--- config.mk ---
export PLATFORM = sky130hd
export DESIGN_NAME = mips_dec_exec_flat
export DESIGN_NICKNAME = d
export VERILOG_FILES = /design/src/rtl/mips_dec_exec_pkg.sv /design/src/rtl/mips_dec_exec_if.sv /design/src/rtl/mips_dec_exec_alu_core.sv /design/src/rtl/mips_dec_exec.sv /design/src/flat_wrapper.sv
export SDC_FILE = /design/constraint.sdc
export NUM_CORES = 1
export LEC_CHECK = 0
export BUFFER_PORTS_ARGS = -buffer_cell sky130_fd_sc_hd__clkbuf_2
export CAP_MARGIN = 20
export CORE_ASPECT_RATIO = 1.75
export CORE_MARGIN = 5
export CORE_UTILIZATION = 50
export DETAILED_ROUTE_END_ITERATION = 10
export PLACE_DENSITY = 0.75
export SYNTH_ARGS = -nofsm -noshare
export SYNTH_HDL_FRONTEND = slang
export SYNTH_SLANG_ARGS = --single-unit
--- constraint.sdc ---
create_clock -name clk -period 0.87 [get_ports clk]
set_clock_uncertainty 0.2 [all_clocks]
set_input_delay 0.1305 -clock clk [delete_from_list [all_inputs] [get_ports clk]]
set_output_delay 0.1305 -clock clk [all_outputs]
set_load 0.1 [all_outputs]
--- src/rtl/mips_dec_exec_pkg.sv ---
// Shared MIPS decode constants, ALU control codes and control-word types.
// Latency: n/a (declarations only).
// Backpressure: n/a.
package mips_pkg;

    // Opcodes
    localparam logic [5:0] OP_RTYPE = 6'b000000;
    localparam logic [5:0] OP_LW    = 6'b100011;
    localparam logic [5:0] OP_SW    = 6'b101011;
    localparam logic [5:0] OP_BEQ   = 6'b000100;
    localparam logic [5:0] OP_BNE   = 6'b000101;
    localparam logic [5:0] OP_ADDI  = 6'b001000;
    localparam logic [5:0] OP_J     = 6'b000010;

    // R-type funct codes
    localparam logic [5:0] FN_ADD = 6'b100000;
    localparam logic [5:0] FN_SUB = 6'b100010;
    localparam logic [5:0] FN_AND = 6'b100100;
    localparam logic [5:0] FN_OR  = 6'b100101;
    localparam logic [5:0] FN_NOR = 6'b100111;
    localparam logic [5:0] FN_SLT = 6'b101010;

    // ALU control codes
    localparam logic [3:0] ALU_AND = 4'b0000;
    localparam logic [3:0] ALU_OR  = 4'b0001;
    localparam logic [3:0] ALU_ADD = 4'b0010;
    localparam logic [3:0] ALU_SUB = 4'b0110;
    localparam logic [3:0] ALU_SLT = 4'b0111;
    localparam logic [3:0] ALU_NOR = 4'b1100;

    // Main-decoder to ALU-control-decoder encoding
    typedef enum logic [1:0] {
        ALUOP_ADD   = 2'b00,
        ALUOP_SUB   = 2'b01,
        ALUOP_FUNCT = 2'b10,
        ALUOP_NONE  = 2'b11
    } aluop_t;

    // Full main-decoder output
    typedef struct packed {
        logic   regdst;
        logic   alusrc;
        logic   memtoreg;
        logic   regwrite;
        logic   memread;
        logic   memwrite;
        logic   branch_eq;
        logic   branch_ne;
        aluop_t aluop;
        logic   jump;
    } ctrl_t;

    // Controls carried forward into the EX/MEM register
    typedef struct packed {
        logic regwrite;
        logic memtoreg;
        logic memread;
        logic memwrite;
        logic branch_eq;
        logic branch_ne;
        logic jump;
    } ex_ctrl_t;

endpackage

--- src/rtl/mips_dec_exec_if.sv ---
// Bundle of ID-stage inputs and EX/MEM-register outputs for mips_dec_exec.
// Latency: n/a (wires only); ovf_q exists only when ALU_OVF_EN is defined.
// Backpressure: none; stall/flush are carried as bubble/flush.
interface mips_dec_exec_if #(parameter int W = 32);
    logic [31:0]  instr;
    logic [W-1:0] rs_data;
    logic [W-1:0] rt_data;
    logic         bubble;
    logic         flush;

    logic         regwrite_q;
    logic         memtoreg_q;
    logic         memread_q;
    logic         memwrite_q;
    logic         branch_eq_q;
    logic         branch_ne_q;
    logic         jump_q;
    logic [4:0]   wrreg_q;
    logic [W-1:0] alurslt_q;
    logic         zero_q;
    logic [W-1:0] data2_q;
`ifdef ALU_OVF_EN
    logic         ovf_q;
`endif

    modport master (
`ifdef ALU_OVF_EN
        input  ovf_q,
`endif
        output instr, rs_data, rt_data, bubble, flush,
        input  regwrite_q, memtoreg_q, memread_q, memwrite_q,
               branch_eq_q, branch_ne_q, jump_q,
               wrreg_q, alurslt_q, zero_q, data2_q
    );

    modport slave (
`ifdef ALU_OVF_EN
        output ovf_q,
`endif
        input  instr, rs_data, rt_data, bubble, flush,
        output regwrite_q, memtoreg_q, memread_q, memwrite_q,
               branch_eq_q, branch_ne_q, jump_q,
               wrreg_q, alurslt_q, zero_q, data2_q
    );
endinterface

--- src/rtl/mips_dec_exec_alu_core.sv ---
// Combinational 32-bit ALU: and/or/add/sub/nor/slt, zero flag, optional overflow (ALU_OVF_EN).
// Latency: 0 cycles (purely combinational).
// Backpressure: none.
import mips_pkg::*;

module mips_alu_core #(
    parameter int W = 32
) (
    input  logic [3:0]   ctl_i,
    input  logic [W-1:0] a_i,
    input  logic [W-1:0] b_i,
    output logic [W-1:0] out_o,
`ifdef ALU_OVF_EN
    output logic         ovf_o,
`endif
    output logic         zero_o
);
    logic [W-1:0] sum;
    logic [W-1:0] diff;
    logic         lt;

    assign sum  = a_i + b_i;
    assign diff = a_i - b_i;
    assign lt   = $signed(a_i) < $signed(b_i);

    // Select the operation result; unlisted control codes yield zero
    always_comb begin
        out_o = '0;
        case (ctl_i)
            ALU_AND: out_o = a_i & b_i;
            ALU_OR:  out_o = a_i | b_i;
            ALU_ADD: out_o = sum;
            ALU_SUB: out_o = diff;
            ALU_NOR: out_o = ~(a_i | b_i);
            ALU_SLT: out_o = {{(W-1){1'b0}}, lt};
            default: out_o = '0;
        endcase
    end

    assign zero_o = (out_o == '0);

`ifdef ALU_OVF_EN
    // Signed overflow: operands' effective signs agree but the result sign differs
    always_comb begin
        ovf_o = 1'b0;
        case (ctl_i)
            ALU_ADD: ovf_o = (a_i[W-1] == b_i[W-1]) && (sum[W-1]  != a_i[W-1]);
            ALU_SUB: ovf_o = (a_i[W-1] != b_i[W-1]) && (diff[W-1] != a_i[W-1]);
            default: ovf_o = 1'b0;
        endcase
    end
`endif
endmodule

--- src/rtl/mips_dec_exec.sv ---
// Main decode + ALU-control decode + ALU, captured in an EX/MEM register; ALU_OVF_EN adds ovf_q.
// Latency: 1 cycle from instr/operands to registered outputs; updates every edge.
// Backpressure: none; bubble zeroes controls only, flush zeroes everything (flush wins).
import mips_pkg::*;

module mips_dec_exec #(
    parameter int W = 32
) (
    input  logic           clk,
    input  logic           rst_n,
    mips_dec_exec_if.slave bus
);
    logic [5:0]   opcode;
    logic [5:0]   funct;
    logic [4:0]   rt_fld;
    logic [4:0]   rd_fld;
    logic [15:0]  imm;
    logic         unused_instr_bits;

    ctrl_t        dec;
    ex_ctrl_t     ex_ctrl;
    logic [3:0]   alu_ctl;
    logic [W-1:0] op_b;
    logic [W-1:0] alu_out;
    logic         alu_zero;

    ex_ctrl_t     ctrl_q;
    logic [4:0]   wrreg_q, wrreg_d;
    logic [W-1:0] alurslt_q;
    logic         zero_q;
    logic [W-1:0] data2_q;

    assign opcode = bus.instr[31:26];
    assign rt_fld = bus.instr[20:16];
    assign rd_fld = bus.instr[15:11];
    assign imm    = bus.instr[15:0];
    assign funct  = bus.instr[5:0];
    // rs and shamt fields are not needed here: rs_data arrives pre-read
    assign unused_instr_bits = ^{bus.instr[25:21], bus.instr[10:6]};

    // Main decoder: opcode to control word, unknown opcodes decode as NOP
    always_comb begin
        dec = '0;
        case (opcode)
            OP_RTYPE: begin
                dec.regdst   = 1'b1;
                dec.regwrite = 1'b1;
                dec.aluop    = ALUOP_FUNCT;
            end
            OP_LW: begin
                dec.alusrc   = 1'b1;
                dec.memtoreg = 1'b1;
                dec.regwrite = 1'b1;
                dec.memread  = 1'b1;
                dec.aluop    = ALUOP_ADD;
            end
            OP_SW: begin
                dec.alusrc   = 1'b1;
                dec.memwrite = 1'b1;
                dec.aluop    = ALUOP_ADD;
            end
            OP_BEQ: begin
                dec.branch_eq = 1'b1;
                dec.aluop     = ALUOP_SUB;
            end
            OP_BNE: begin
                dec.branch_ne = 1'b1;
                dec.aluop     = ALUOP_SUB;
            end
            OP_ADDI: begin
                dec.alusrc   = 1'b1;
                dec.regwrite = 1'b1;
                dec.aluop    = ALUOP_ADD;
            end
            OP_J:    dec.jump = 1'b1;
            default: dec = '0;
        endcase
    end

    // ALU-control decoder: aluop plus funct to ALU operation code
    always_comb begin
        alu_ctl = ALU_AND;
        case (dec.aluop)
            ALUOP_ADD: alu_ctl = ALU_ADD;
            ALUOP_SUB: alu_ctl = ALU_SUB;
            ALUOP_FUNCT: begin
                case (funct)
                    FN_ADD:  alu_ctl = ALU_ADD;
                    FN_SUB:  alu_ctl = ALU_SUB;
                    FN_AND:  alu_ctl = ALU_AND;
                    FN_OR:   alu_ctl = ALU_OR;
                    FN_NOR:  alu_ctl = ALU_NOR;
                    FN_SLT:  alu_ctl = ALU_SLT;
                    default: alu_ctl = ALU_AND;
                endcase
            end
            default: alu_ctl = ALU_AND;
        endcase
    end

    assign op_b    = dec.alusrc ? {{(W-16){imm[15]}}, imm} : bus.rt_data;
    assign wrreg_d = dec.regdst ? rd_fld : rt_fld;

    assign ex_ctrl = '{regwrite:  dec.regwrite,
                       memtoreg:  dec.memtoreg,
                       memread:   dec.memread,
                       memwrite:  dec.memwrite,
                       branch_eq: dec.branch_eq,
                       branch_ne: dec.branch_ne,
                       jump:      dec.jump};

`ifdef ALU_OVF_EN
    logic alu_ovf;
    logic ovf_q;
`endif

    mips_alu_core #(.W(W)) u_alu (
        .ctl_i  (alu_ctl),
        .a_i    (bus.rs_data),
        .b_i    (op_b),
        .out_o  (alu_out),
`ifdef ALU_OVF_EN
        .ovf_o  (alu_ovf),
`endif
        .zero_o (alu_zero)
    );

    // EX/MEM register: flush clears all, bubble clears controls but keeps datapath
    always_ff @(posedge clk or negedge rst_n) begin
        if (!rst_n) begin
            ctrl_q    <= '0;
            wrreg_q   <= '0;
            alurslt_q <= '0;
            zero_q    <= 1'b0;
            data2_q   <= '0;
        end else if (bus.flush) begin
            ctrl_q    <= '0;
            wrreg_q   <= '0;
            alurslt_q <= '0;
            zero_q    <= 1'b0;
            data2_q   <= '0;
        end else begin
            ctrl_q    <= bus.bubble ? '0 : ex_ctrl;
            wrreg_q   <= wrreg_d;
            alurslt_q <= alu_out;
            zero_q    <= alu_zero;
            data2_q   <= bus.rt_data;
        end
    end

`ifdef ALU_OVF_EN
    // Overflow flag follows the datapath: cleared by reset/flush, kept through bubbles
    always_ff @(posedge clk or negedge rst_n) begin
        if (!rst_n) begin
            ovf_q <= 1'b0;
        end else if (bus.flush) begin
            ovf_q <= 1'b0;
        end else begin
            ovf_q <= alu_ovf;
        end
    end

    assign bus.ovf_q = ovf_q;
`endif

    assign bus.regwrite_q  = ctrl_q.regwrite;
    assign bus.memtoreg_q  = ctrl_q.memtoreg;
    assign bus.memread_q   = ctrl_q.memread;
    assign bus.memwrite_q  = ctrl_q.memwrite;
    assign bus.branch_eq_q = ctrl_q.branch_eq;
    assign bus.branch_ne_q = ctrl_q.branch_ne;
    assign bus.jump_q      = ctrl_q.jump;
    assign bus.wrreg_q     = wrreg_q;
    assign bus.alurslt_q   = alurslt_q;
    assign bus.zero_q      = zero_q;
    assign bus.data2_q     = data2_q;
endmodule

--- src/flat_wrapper.sv ---
// flat-port wrapper written by rule: the top's interface ports become plain ports
module mips_dec_exec_flat 
#(
    parameter int W = 32
)
  (clk, rst_n, bus_instr, bus_rs_data, bus_rt_data, bus_bubble, bus_flush, bus_regwrite_q, bus_memtoreg_q, bus_memread_q, bus_memwrite_q, bus_branch_eq_q, bus_branch_ne_q, bus_jump_q, bus_wrreg_q, bus_alurslt_q, bus_zero_q, bus_data2_q);
  mips_dec_exec_if #(.W(W)) bus_i ();
  input  logic clk;
  input  logic rst_n;
  input wire logic [$bits(bus_i.instr)-1:0] bus_instr;
  input wire logic [$bits(bus_i.rs_data)-1:0] bus_rs_data;
  input wire logic [$bits(bus_i.rt_data)-1:0] bus_rt_data;
  input wire logic [$bits(bus_i.bubble)-1:0] bus_bubble;
  input wire logic [$bits(bus_i.flush)-1:0] bus_flush;
  output wire logic [$bits(bus_i.regwrite_q)-1:0] bus_regwrite_q;
  output wire logic [$bits(bus_i.memtoreg_q)-1:0] bus_memtoreg_q;
  output wire logic [$bits(bus_i.memread_q)-1:0] bus_memread_q;
  output wire logic [$bits(bus_i.memwrite_q)-1:0] bus_memwrite_q;
  output wire logic [$bits(bus_i.branch_eq_q)-1:0] bus_branch_eq_q;
  output wire logic [$bits(bus_i.branch_ne_q)-1:0] bus_branch_ne_q;
  output wire logic [$bits(bus_i.jump_q)-1:0] bus_jump_q;
  output wire logic [$bits(bus_i.wrreg_q)-1:0] bus_wrreg_q;
  output wire logic [$bits(bus_i.alurslt_q)-1:0] bus_alurslt_q;
  output wire logic [$bits(bus_i.zero_q)-1:0] bus_zero_q;
  output wire logic [$bits(bus_i.data2_q)-1:0] bus_data2_q;
  assign bus_i.instr = bus_instr;
  assign bus_i.rs_data = bus_rs_data;
  assign bus_i.rt_data = bus_rt_data;
  assign bus_i.bubble = bus_bubble;
  assign bus_i.flush = bus_flush;
  assign bus_regwrite_q = bus_i.regwrite_q;
  assign bus_memtoreg_q = bus_i.memtoreg_q;
  assign bus_memread_q = bus_i.memread_q;
  assign bus_memwrite_q = bus_i.memwrite_q;
  assign bus_branch_eq_q = bus_i.branch_eq_q;
  assign bus_branch_ne_q = bus_i.branch_ne_q;
  assign bus_jump_q = bus_i.jump_q;
  assign bus_wrreg_q = bus_i.wrreg_q;
  assign bus_alurslt_q = bus_i.alurslt_q;
  assign bus_zero_q = bus_i.zero_q;
  assign bus_data2_q = bus_i.data2_q;
  mips_dec_exec #(.W(W)) u_core (.clk(clk), .rst_n(rst_n), .bus(bus_i));
endmodule
==> flow_summary.ini, run 1 <==
[status]
status = stopped before the end
lastStage = 5_1_grt
error = [ERROR GRT-0116] Global routing finished with congestion. Check the congestion regions in the DRC Viewer.

[place]
detailed_place_hpwl_um = 37300
gp_congestion = 1.05
place_ws_ns = -4.05
port_buffers = 171

[logic_synthesis]
syn_nets = 1394
synth_flop_cell = dfrtp_1
syn_area_per_cell_um2 = 7.61
ys_top_cells_by_count = nand2_1, ha_1, nor2_1
syn_inst = 1172
yosys_warnings = 0
synth_cell_types = 88
async_flop_share = 1.00
synthTopCellsByArea = dfrtp_1, ha_1, nand2_1
syn_area_um2 = 8920
yosys_register_bits = 76
synth_top_area_frac = 0.213
synth-seq-area-share = 0.213
synth_top_cell_by_area = dfrtp_1
yosysMostFrequentCell = nand2_1
synth-edff-count = 0

[clock_network]
numCtsBuffers = 9
clockBufferDepth = 2
cts-root-buf = clkbuf_16
htreeDepth = 3
cts.sinks = 76

[floorplan]
die_y_um = 187
ios = 177
initial_utilization = 0.509
fp-row-count = 64
die_w_um = 111

[grt]
track_usage = 0.783
grt_pass1_wl_um = 129000
grt_overflow_total = 414
grt_max_degree = 36
first_global_vias = 18500
==> metal layers <==
layer | GRT overflow | track usage
met5 | 0 | 0.186
met1 | 6 | 0.730
met2 | 235 | 0.978
met4 | 169 | 0.879
met3 | 4 | 0.611
==> metrics by stage <==
step | setup TNS [ns] | hold slack [ns] | instance area [um2] | cells | util
3_3_place_gp | -127.52 | -0.242 | 14800 | 1951 | 0.844
4_1_cts | -122.30 | -0.167 | 16800 | 2017 | 0.961
2_1_floorplan | -82.59 | -0.365 | 9520 | 1172 | -
3_5_place_dp | -132.85 | -0.236 | 14800 | 1951 | 0.844
==> cell families after synthesis <==
| group | share of synthesized area |
|---|---|
| adders and majority gates | 0.173 |
| buffers and inverters | 0.0704 |
| muxes | 0.0118 |
| and+or+nand+nor | 0.246 |
| xor gates and xnor gates | 0.0255 |
| AOI/OAI and AO/OA | 0.260 |
| DFF | 0.213 |
==> timing repair <==
| item | 4_1_cts |
|---|---|
| endpoints found under the hold margin | 119 |
| gates resized for setup | 276 |
| pin swaps | 102 |
| hold buffers | 15 |
| endpoints found under the setup margin | 153 |
| buffers inserted | 33 |
| cloned | 2 |
==> run 2: changes to the inputs <==
--- a/config.mk
+++ b/config.mk
@@ -7,11 +7,10 @@
 export LEC_CHECK = 0
 export BUFFER_PORTS_ARGS = -buffer_cell sky130_fd_sc_hd__clkbuf_2
 export CAP_MARGIN = 20
-export CORE_ASPECT_RATIO = 1.75
 export CORE_MARGIN = 5
-export CORE_UTILIZATION = 50
+export CORE_UTILIZATION = 35
 export DETAILED_ROUTE_END_ITERATION = 10
-export PLACE_DENSITY = 0.75
+export PLACE_DENSITY_LB_ADDON = 0.15
 export SYNTH_ARGS = -nofsm -noshare
 export SYNTH_HDL_FRONTEND = slang
 export SYNTH_SLANG_ARGS = --single-unit
==> flow_summary.ini, run 2 <==
[route]
num_vias = 11600
wl_um = 44800
post_drt_via_cell_ratio = 5.41
firstDrtPassIters = 6
drt_iter0_drc = 797
drc = 0
wl_per_cell_um = 20.9
final_antenna_net_count = 0

[timing]
slew_headroom = 0.644
fmax_mhz = 242
finalCritPeriodShare = 4.75
setup_viol = 120
whs_ns = -0.176
setup_ws_ns = -3.27
rsz0062_at_grt = true
worst_slew_pin_slew_ns = 0.529
hold_violations = 25
drv_slew = 0
min_period_ns = 4.14

[critical_path]
startpoint_type = input pin
critPathRequiredTime_ns = 0.94
critical_path_arrival_ns = 4.21
cp-end-kind = flop
crit_fanout = 8
crit_type = input pin to flop

[logic_synthesis]
syn_area_um2 = 8920
synthTopCellsByArea = dfrtp_1, ha_1, nand2_1
syn_inst = 1172
yosysMostFrequentCell = nand2_1
syn_nets = 1394
synth-seq-area-share = 0.213
syn_area_per_cell_um2 = 7.61
ys_top_cells_by_count = nand2_1, ha_1, nor2_1
yosys_register_bits = 76
yosys_warnings = 0
synth_top_area_frac = 0.213
synth_top_cell_by_area = dfrtp_1
async_flop_share = 1.00
synth_cell_types = 88
synth-edff-count = 0
synth_flop_cell = dfrtp_1

[place]
port_buffers = 171
detailed_place_hpwl_um = 34900
gp_congestion = 0.979
placed_area_um2 = 15000

[cells_and_area]
syn_to_final_growth_pct = 98.1
drive_gt1_frac = 0.576
layout_commonest_cell = buf_4
layout_common_cells = buf_4, nand2_1, clkbuf_2, ha_1, inv_1
nets = 2034
design_area_um2 = 17700
top_regs = u_core.bus.alurslt_q x32, u_core.bus.data2_q x32, u_core.bus.wrreg_q x5
fin_util = 0.704

[clock_network]
clockBufferDepth = 2
htreeDepth = 3
numCtsBuffers = 9
cts.clk_slew.worst_paths_ns = 0.08
cts_tree = done
cts-root-buf = clkbuf_16
cts.sinks = 76

[floorplan]
ios = 177
die_y_um = 170
die_w_um = 170
die-area_um2 = 28800
core_area_um2 = 25100
fp-row-count = 58
initial_utilization = 0.355

[worst_hold_path]
min_path_cells = 3
min_from = bus_instr[18]
hp-class = input pin to flop
hold_end = u_core.bus.wrreg_q[2]

[status]
violations = hold timing, setup timing
status = finished with violations

[grt]
grt_max_degree = 71
grt_overflow_total = 0
track_usage = 0.290
first_global_vias = 11400
grt_pass1_wl_um = 64900
antenna_found_initial = 1

[pwr]
finalPower_uw = 22100
leakage_uw = 0.00821
power.density_nw_per_um2 = 1250
irDropWorstVdd_uv = 913

[flow_run]
cap_violations = 0
run 2: worst max-delay path by stage:
| stage | startpoint | to | depth (start not counted) |
|---|---|---|---|
| final | bus_instr[31] | u_core.bus.zero_q | 20 |
| after global routing | bus_instr[31] | u_core.bus.zero_q | 21 |
| after CTS | bus_instr[27] | u_core.bus.zero_q | 23 |
| after detailed placement | bus_instr[26] | u_core.bus.zero_q | 21 |
| after global placement | bus_instr[27] | u_core.bus.zero_q | 21 |
| after floorplan | bus_instr[27] | u_core.bus.zero_q | 20 |
run 2: cell type report:
| cell class | instances | area [um2] |
|---|---|---|
| Inverter | 100 | 388 |
| Antenna cell | 2 | 5.00 |
| Timing Repair inverter | 1 | 5.00 |
| Tap cell | 330 | 413 |
| Sequential cell | 76 | 2180 |
| Multi-Input combinational cell | 937 | 8160 |
| Fill cell | 1987 | 7440 |
| Clock buffer | 10 | 229 |
| Timing Repair Buffer | 687 | 6230 |
| Clock inverter | 6 | 47.5 |
run 2: cells by family (layout without fill, tap and decap cells):
| family | count (synthesis) | count (layout) | synth area share |
|---|---|---|---|
| AOI/OAI and AO/OA | 329 | 329 | 0.260 |
| xor gates and xnor gates | 26 | 26 | 0.0255 |
| adders and majority gates | 122 | 122 | 0.173 |
| buffers and inverters | 159 | 804 | 0.0704 |
| DFF | 76 | 76 | 0.213 |
| muxes | 10 | 10 | 0.0118 |
| other | 0 | 2 | 0 |
| and+or+nand+nor | 450 | 450 | 0.246 |
run 2: critical path, cell delays in order:
cell and delay (ns):
buf_8 0.10, nor3_4 0.19, nand2_1 0.08, a211o_4 0.39
buf_8 0.16, nand2_4 0.06, nand2_4 0.06, ha_4 0.16
fa_2 0.36, a211oi_4 0.26, o211ai_1 0.18, a31oi_2 0.31
xnor2_1 0.16, o21ai_1 0.06, or3_1 0.35, a2111o_1 0.31
nor4_2 0.28, buf_4 0.16, nand4_1 0.17, nor4_2 0.25
run 2: power by group:
part | internal, uW | switching [uW]
Combinational | 6320 | 7630
Sequential | 4030 | 257
Clock | 1960 | 1880
run 2: metal layers:
metal  GRT usage  part of all wire
met4      0.0966             0.033
met5           0                 0
met2       0.478              0.47
met1       0.386              0.43
met3      0.0498             0.072
run 2: what timing repair did:
action / 4_1_cts / 5_1_grt
hold buffers: 18 / 5
hold endpoints to repair: 118 / 28
setup endpoints to repair: 153 / 162
resized for setup: 180 / 182
pin swaps: 63 / 101
setup buffers: 34 / 26
gates cloned: 2 / 3
run 2: through the flow:
stage	TNS (ns)	setup WS (ns)	cells
detailed placement	-133.31	-3.94	2054
CTS	-122.41	-3.27	2123
finish	-121.23	-3.27	2149
floorplan	-82.59	-3.06	1172
global placement	-131.36	-3.84	2054
global route	-126.62	-3.38	2148
(Power assumes the default switching activity.)
==> run 3: changes to the inputs <==
--- a/config.mk
+++ b/config.mk
@@ -10,7 +10,6 @@
 export CORE_MARGIN = 5
 export CORE_UTILIZATION = 35
 export DETAILED_ROUTE_END_ITERATION = 10
-export PLACE_DENSITY_LB_ADDON = 0.15
 export SYNTH_ARGS = -nofsm -noshare
 export SYNTH_HDL_FRONTEND = slang
 export SYNTH_SLANG_ARGS = --single-unit
==> constraint.sdc (replaced) <==
create_clock -name clk -period 3.87 [get_ports clk]
set_clock_uncertainty 0.2 [all_clocks]
set_input_delay 0.5805 -clock clk [delete_from_list [all_inputs] [get_ports clk]]
set_output_delay 0.5805 -clock clk [all_outputs]
set_load 0.1 [all_outputs]
==> flow_summary.ini, run 3 (same netlist as run 2, synthesis figures left out) <==
[cells_and_area]
diodes = 0
syn_to_final_growth_pct = 72.8
nets = 1987
top_regs = u_core.bus.alurslt_q x32, u_core.bus.data2_q x32, u_core.bus.wrreg_q x5
fillCellCount = 2250
drive_gt1_frac = 0.501
layout_commonest_cell = buf_4
layout_common_cells = buf_4, clkbuf_2, nand2_1, ha_1, nor2_1
design_area_um2 = 15400

[timing]
tns_ns = -5.37
whs_ns = -0.0104
drv_slew = 0
worst_slew_pin_slew_ns = 0.883
setup_viol = 19
slew_headroom = 0.412
hold_violations = 7
min_period_ns = 4.65
setup_ws_ns = -0.781
fmax_mhz = 215
rsz0062_at_grt = true
finalCritPeriodShare = 1.20

[route]
wl_met1_um = 17300
wl_met3_um = 3330
num_vias = 11300
routed.top_layer = met4
wl_met2_um = 18600
firstDrtPassIters = 6
wl_um = 40900
drt_iter0_drc = 997
wl_per_cell_um = 19.5
drc = 0
final_antenna_net_count = 0
post_drt_via_cell_ratio = 5.38

[critical_path]
crit_type = input pin to flop
critPathRequiredTime_ns = 3.93
critical_path_arrival_ns = 4.71
startpoint_type = input pin
crit_fanout = 8
cp-end-kind = flop

[grt]
first_global_vias = 11200
grt_max_degree = 71
grt_pass1_wl_um = 61100
antenna_found_initial = 0
grt_overflow_total = 0
track_usage = 0.269

[clock_network]
cts.sinks = 76
cts_tree = done
clockBufferDepth = 2
numCtsBuffers = 9
cts-root-buf = clkbuf_16
htreeDepth = 3
cts.clk_slew.worst_paths_ns = 0.07
cts_hold_buffers = 0

[floorplan]
die_y_um = 170
fp-row-count = 58
initial_utilization = 0.355
die_w_um = 170
die-area_um2 = 28800
ios = 177
core_area_um2 = 25100

[pwr]
finalPower_uw = 4660
irDropWorstVdd_uv = 265
leakage_uw = 0.00771
power.density_nw_per_um2 = 302

[status]
violations = hold timing, setup timing
status = finished with violations

[flow_run]
cap_violations = 0

[place]
placed_area_um2 = 13300
gp_congestion = 0.972
detailed_place_hpwl_um = 32800
port_buffers = 171

[worst_hold_path]
hp-class = input pin to async pin
## run 3: changes by cell type in the layout (fill, tap and decap cells not counted), moves of 9 or more
| cell | delta |
|---|---|
| a21oi_1 | +11 |
| buf_12 | -79 |
| buf_4 | -19 |
| clkbuf_2 | +77 |
| dfrtp_1 | +75 |
| dfrtp_4 | -75 |
| dlygate4sd3_1 | -19 |
| nand2_2 | -10 |
| nor2_1 | +9 |
## run 3: worst paths after layout
| path | startpoint | end | slack [ns] | cells after the start |
|---|---|---|---|---|
| max in group asynchronous | rst_n | u_core.bus.data2_q[20] | 2.76 | 2 |
| worst min-delay path | rst_n | u_core.bus.alurslt_q[5] | -0.01 | 1 |
| min in group clk | bus_instr[16] | u_core.bus.wrreg_q[0] | 0.26 | 3 |
| worst max-delay path | bus_instr[31] | u_core.bus.zero_q | -0.78 | 20 |
## run 3: layer usage
layer | vias to the layer above | track usage
li1 | 5344 | -
met2 | 478 | 0.434
met4 | 0 | 0.0945
met1 | 5382 | 0.359
met5 | - | 0
met3 | 96 | 0.0533
## run 3: cell type report
class                      instances  area [um2]  area share
sequential                        76        1900       0.123
timing repair inverter             1        5.00    0.000325
tap                              330         413      0.0268
clock buffer                      10         239      0.0155
timing repair buffer             640        4550       0.296
clock inverter                     6        95.1     0.00617
inverter                         100         390      0.0253
multi-input combinational        937        7810       0.507
## run 3: what timing repair did
action                     CTS  global route
buffers inserted            24            28
setup endpoints to repair   24            26
pin swaps                   49            65
gates cloned                 1             0
gates resized for setup    154           149
## run 3: through the flow
stage                util  hold slack, ns  setup WS, ns  cells
finish              0.614         -0.0104        -0.781   2100
global route        0.614          0.0431        -0.949   2100
CTS                 0.578         0.00849        -0.715   2079
detailed placement  0.528           0.381         -1.52   2039
global placement    0.528           0.375         -1.46   2039
floorplan               -          0.0849        -0.511   1172
## run 3: where the power goes
| part | switching, uW | leakage (uW) | internal, uW |
|---|---|---|---|
| Sequential | 19.3 | 0.000985 | 861 |
| Combinational | 1660 | 0.00657 | 1160 |
| Clock | 366 | 0.000157 | 589 |
| Total | 2040 | 0.00771 | 2610 |
## run 3: critical path, stage by stage
cell and delay [ns]:
buf_8 0.10, nor3_4 0.18, nand2_1 0.08, a211o_4 0.37, clkinv_4 0.09, buf_12 0.15, nand2_4 0.06, nand2_4 0.09
inv_4 0.04, ha_4 0.27, and2b_1 0.18, o31a_1 0.29, o21a_1 0.20, o311a_4 0.33, o211ai_4 0.20, mux2i_1 0.10
or4b_4 0.57, nor4_4 0.33, nand4_1 0.20, nor4_2 0.28
==> run 4: changes to the inputs <==
--- a/config.mk
+++ b/config.mk
@@ -5,6 +5,7 @@
 export SDC_FILE = /design/constraint.sdc
 export NUM_CORES = 1
 export LEC_CHECK = 0
+export ABC_AREA = 1
 export BUFFER_PORTS_ARGS = -buffer_cell sky130_fd_sc_hd__clkbuf_2
 export CAP_MARGIN = 20
 export CORE_MARGIN = 5
==> flow_summary.ini, run 4 <==
[status]
status = finished, final reports clean

[route]
drt_iter0_drc = 1092
post_drt_via_cell_ratio = 4.83
drc = 0
num_vias = 12800
wl_per_cell_um = 17.1
firstDrtPassIters = 8
final_antenna_net_count = 0
wl_um = 45100

[pwr]
finalPower_uw = 4380
power.density_nw_per_um2 = 283
irDropWorstVdd_uv = 218
leakage_uw = 0.00892

[cells_and_area]
drive_gt1_frac = 0.359
diodes = 0
layout_common_cells = nand2_1, inv_1, buf_4, clkbuf_2, nand3_1
layout_commonest_cell = nand2_1
nets = 2474
fin_cells = 2640
top_regs = u_core.bus.alurslt_q x32, u_core.bus.data2_q x32, u_core.bus.wrreg_q x5
syn_to_final_growth_pct = 54.2

[grt]
track_usage = 0.267
grt_max_degree = 77
grt_overflow_total = 0
first_global_vias = 11800
grt_pass1_wl_um = 65300
antenna_found_initial = 0

[logic_synthesis]
syn_inst = 1764
synth_top_area_frac = 0.200
yosys_warnings = 0
yosysMostFrequentCell = nand2_1
synthTopCellsByArea = nand2_1, dfrtp_1, ha_1
synth_top_cell_by_area = nand2_1
ys_top_cells_by_count = nand2_1, inv_1, nor2_1
yosys_register_bits = 76
synth-edff-count = 0
async_flop_share = 1.00
syn_area_per_cell_um2 = 5.69
syn_nets = 1986
synth-seq-area-share = 0.190
synth_flop_cell = dfrtp_1
synth_cell_types = 36
syn_area_um2 = 10000

[critical_path]
critical_path_arrival_ns = 3.88
crit_fanout = 6
startpoint = bus_instr[31]
crit_type = input pin to flop
critPathRequiredTime_ns = 3.96
cp-end-kind = flop
startpoint_type = input pin

[clock_network]
clockBufferDepth = 2
cts-root-buf = clkbuf_16
numCtsBuffers = 9
cts.clk_slew.worst_paths_ns = 0.07
htreeDepth = 3
cts.sinks = 76
cts_tree = done

[timing]
fmax_mhz = 263
worst_slew_pin_slew_ns = 0.977
hold_violations = 0
drv_slew = 0
setup_viol = 0
min_period_ns = 3.80
slew_headroom = 0.348
finalCritPeriodShare = 0.981

[floorplan]
die_w_um = 179
core_area_um2 = 28500
die-area_um2 = 32200
fp-row-count = 62
die_y_um = 179
initial_utilization = 0.352
ios = 177

[worst_hold_path]
hp-class = input pin to async pin

[place]
port_buffers = 171
dp.cells = 2603
gp_congestion = 0.988
detailed_place_hpwl_um = 36700

[flow_run]
cap_violations = 0
==> run 4: changes by cell type after synthesis, sizes merged, moves of 14 or more <==
cell    previous run  this run
xnor2             19         0
a211oi            17         0
a221oi            15         0
clkbuf            43        24
nand3             32       177
inv               99       389
o211ai            16         0
nand2            149       539
a21o              17         0
nor2             103       213
a21oi             88        53
nor2b             49         0
nor4              14         0
==> run 4: cell families (layout without fill, tap and decap cells) <==
| logic type | after synthesis | count (layout) | synth area share |
|---|---|---|---|
| buf+inv | 430 | 922 | 0.164 |
| compound gates | 141 | 141 | 0.0742 |
| simple gates | 985 | 985 | 0.410 |
| fa+ha+maj | 122 | 122 | 0.154 |
| flops | 76 | 76 | 0.190 |
| xor+xnor | 10 | 10 | 0.00873 |
==> run 4: power by group <==
part	total, uW	switching (uW)	internal, uW
clock network	780	333	447
registers	878	18.0	860
logic	2720	1730	991
==> run 4: how the worst max path moves through the flow <==
stage | end | slack (ns) | depth (start not counted)
final | u_core.bus.zero_q | 0.07 | 26
after global routing | u_core.bus.zero_q | -0.07 | 26
after CTS | u_core.bus.zero_q | 0.008 | 28
after detailed placement | u_core.bus.zero_q | -0.77 | 27
after global placement | u_core.bus.zero_q | -0.75 | 27
after floorplan | u_core.bus.zero_q | 0.0007 | 26
==> run 4: metal layers <==
layer / global-route usage / up-vias / wire, um
li1: - / 6324 / -
met1: 0.386 / 5886 / 20500
met2: 0.417 / 491 / 19400
met3: 0.0456 / 59 / 4140
met4: 0.0606 / 0 / 999
met5: 0 / - / 0
==> run 4: area by class of cell <==
| type | instances | area [um2] |
|---|---|---|
| Sequential cell | 76 | 1900 |
| Inverter | 389 | 1460 |
| Timing Repair Buffer | 518 | 3590 |
| Clock buffer | 11 | 243 |
| Fill cell | 2855 | 13000 |
| Tap cell | 384 | 480 |
| Multi-Input combinational cell | 1258 | 7770 |
| Clock inverter | 4 | 26.3 |
==> run 4: per-stage QoR <==
| stage | hold WS, ns | util | TNS (ns) | area [um2] | setup WS, ns |
|---|---|---|---|---|---|
| after global routing | 0.236 | 0.543 | -0.0673 | 15500 | -0.0673 |
| after global placement | 0.570 | 0.479 | -8.19 | 13600 | -0.748 |
| after floorplan | 0.0849 | - | 0 | 10000 | 0.000688 |
| after CTS | 0.208 | 0.507 | 0 | 14400 | 0.00772 |
| final | 0.185 | 0.543 | 0 | 15500 | 0.0727 |
| after detailed placement | 0.584 | 0.479 | -9.33 | 13600 | -0.771 |
==> run 4: critical path, cell delays in order <==
cell	delay [ns]
clkbuf_2	0.13
nand2_2	0.08
nor3_4	0.20
nand2_2	0.11
nand3_4	0.18
buf_8	0.17
nand2_1	0.07
o21ai_2	0.09
inv_2	0.08
ha_4	0.31
buf_6	0.12
nand2_2	0.09
nor2_4	0.13
inv_1	0.09
buf_4	0.15
nor2_2	0.14
nand4_1	0.23
nand3_1	0.15
nand2_1	0.07
nand3_2	0.07
nand3_1	0.08
nor2_1	0.12
nand2_1	0.07
nor2_2	0.17
nand3_1	0.09
nor2_1	0.09
==> run 4: repair_timing <==
action | in CTS | in global routing
buffers inserted | 9 | 11
cloned | 2 | 1
hold buffers | 0 | 0
pin swaps | 13 | 48
resized for setup | 115 | 248
endpoints found under the setup margin | 15 | 19
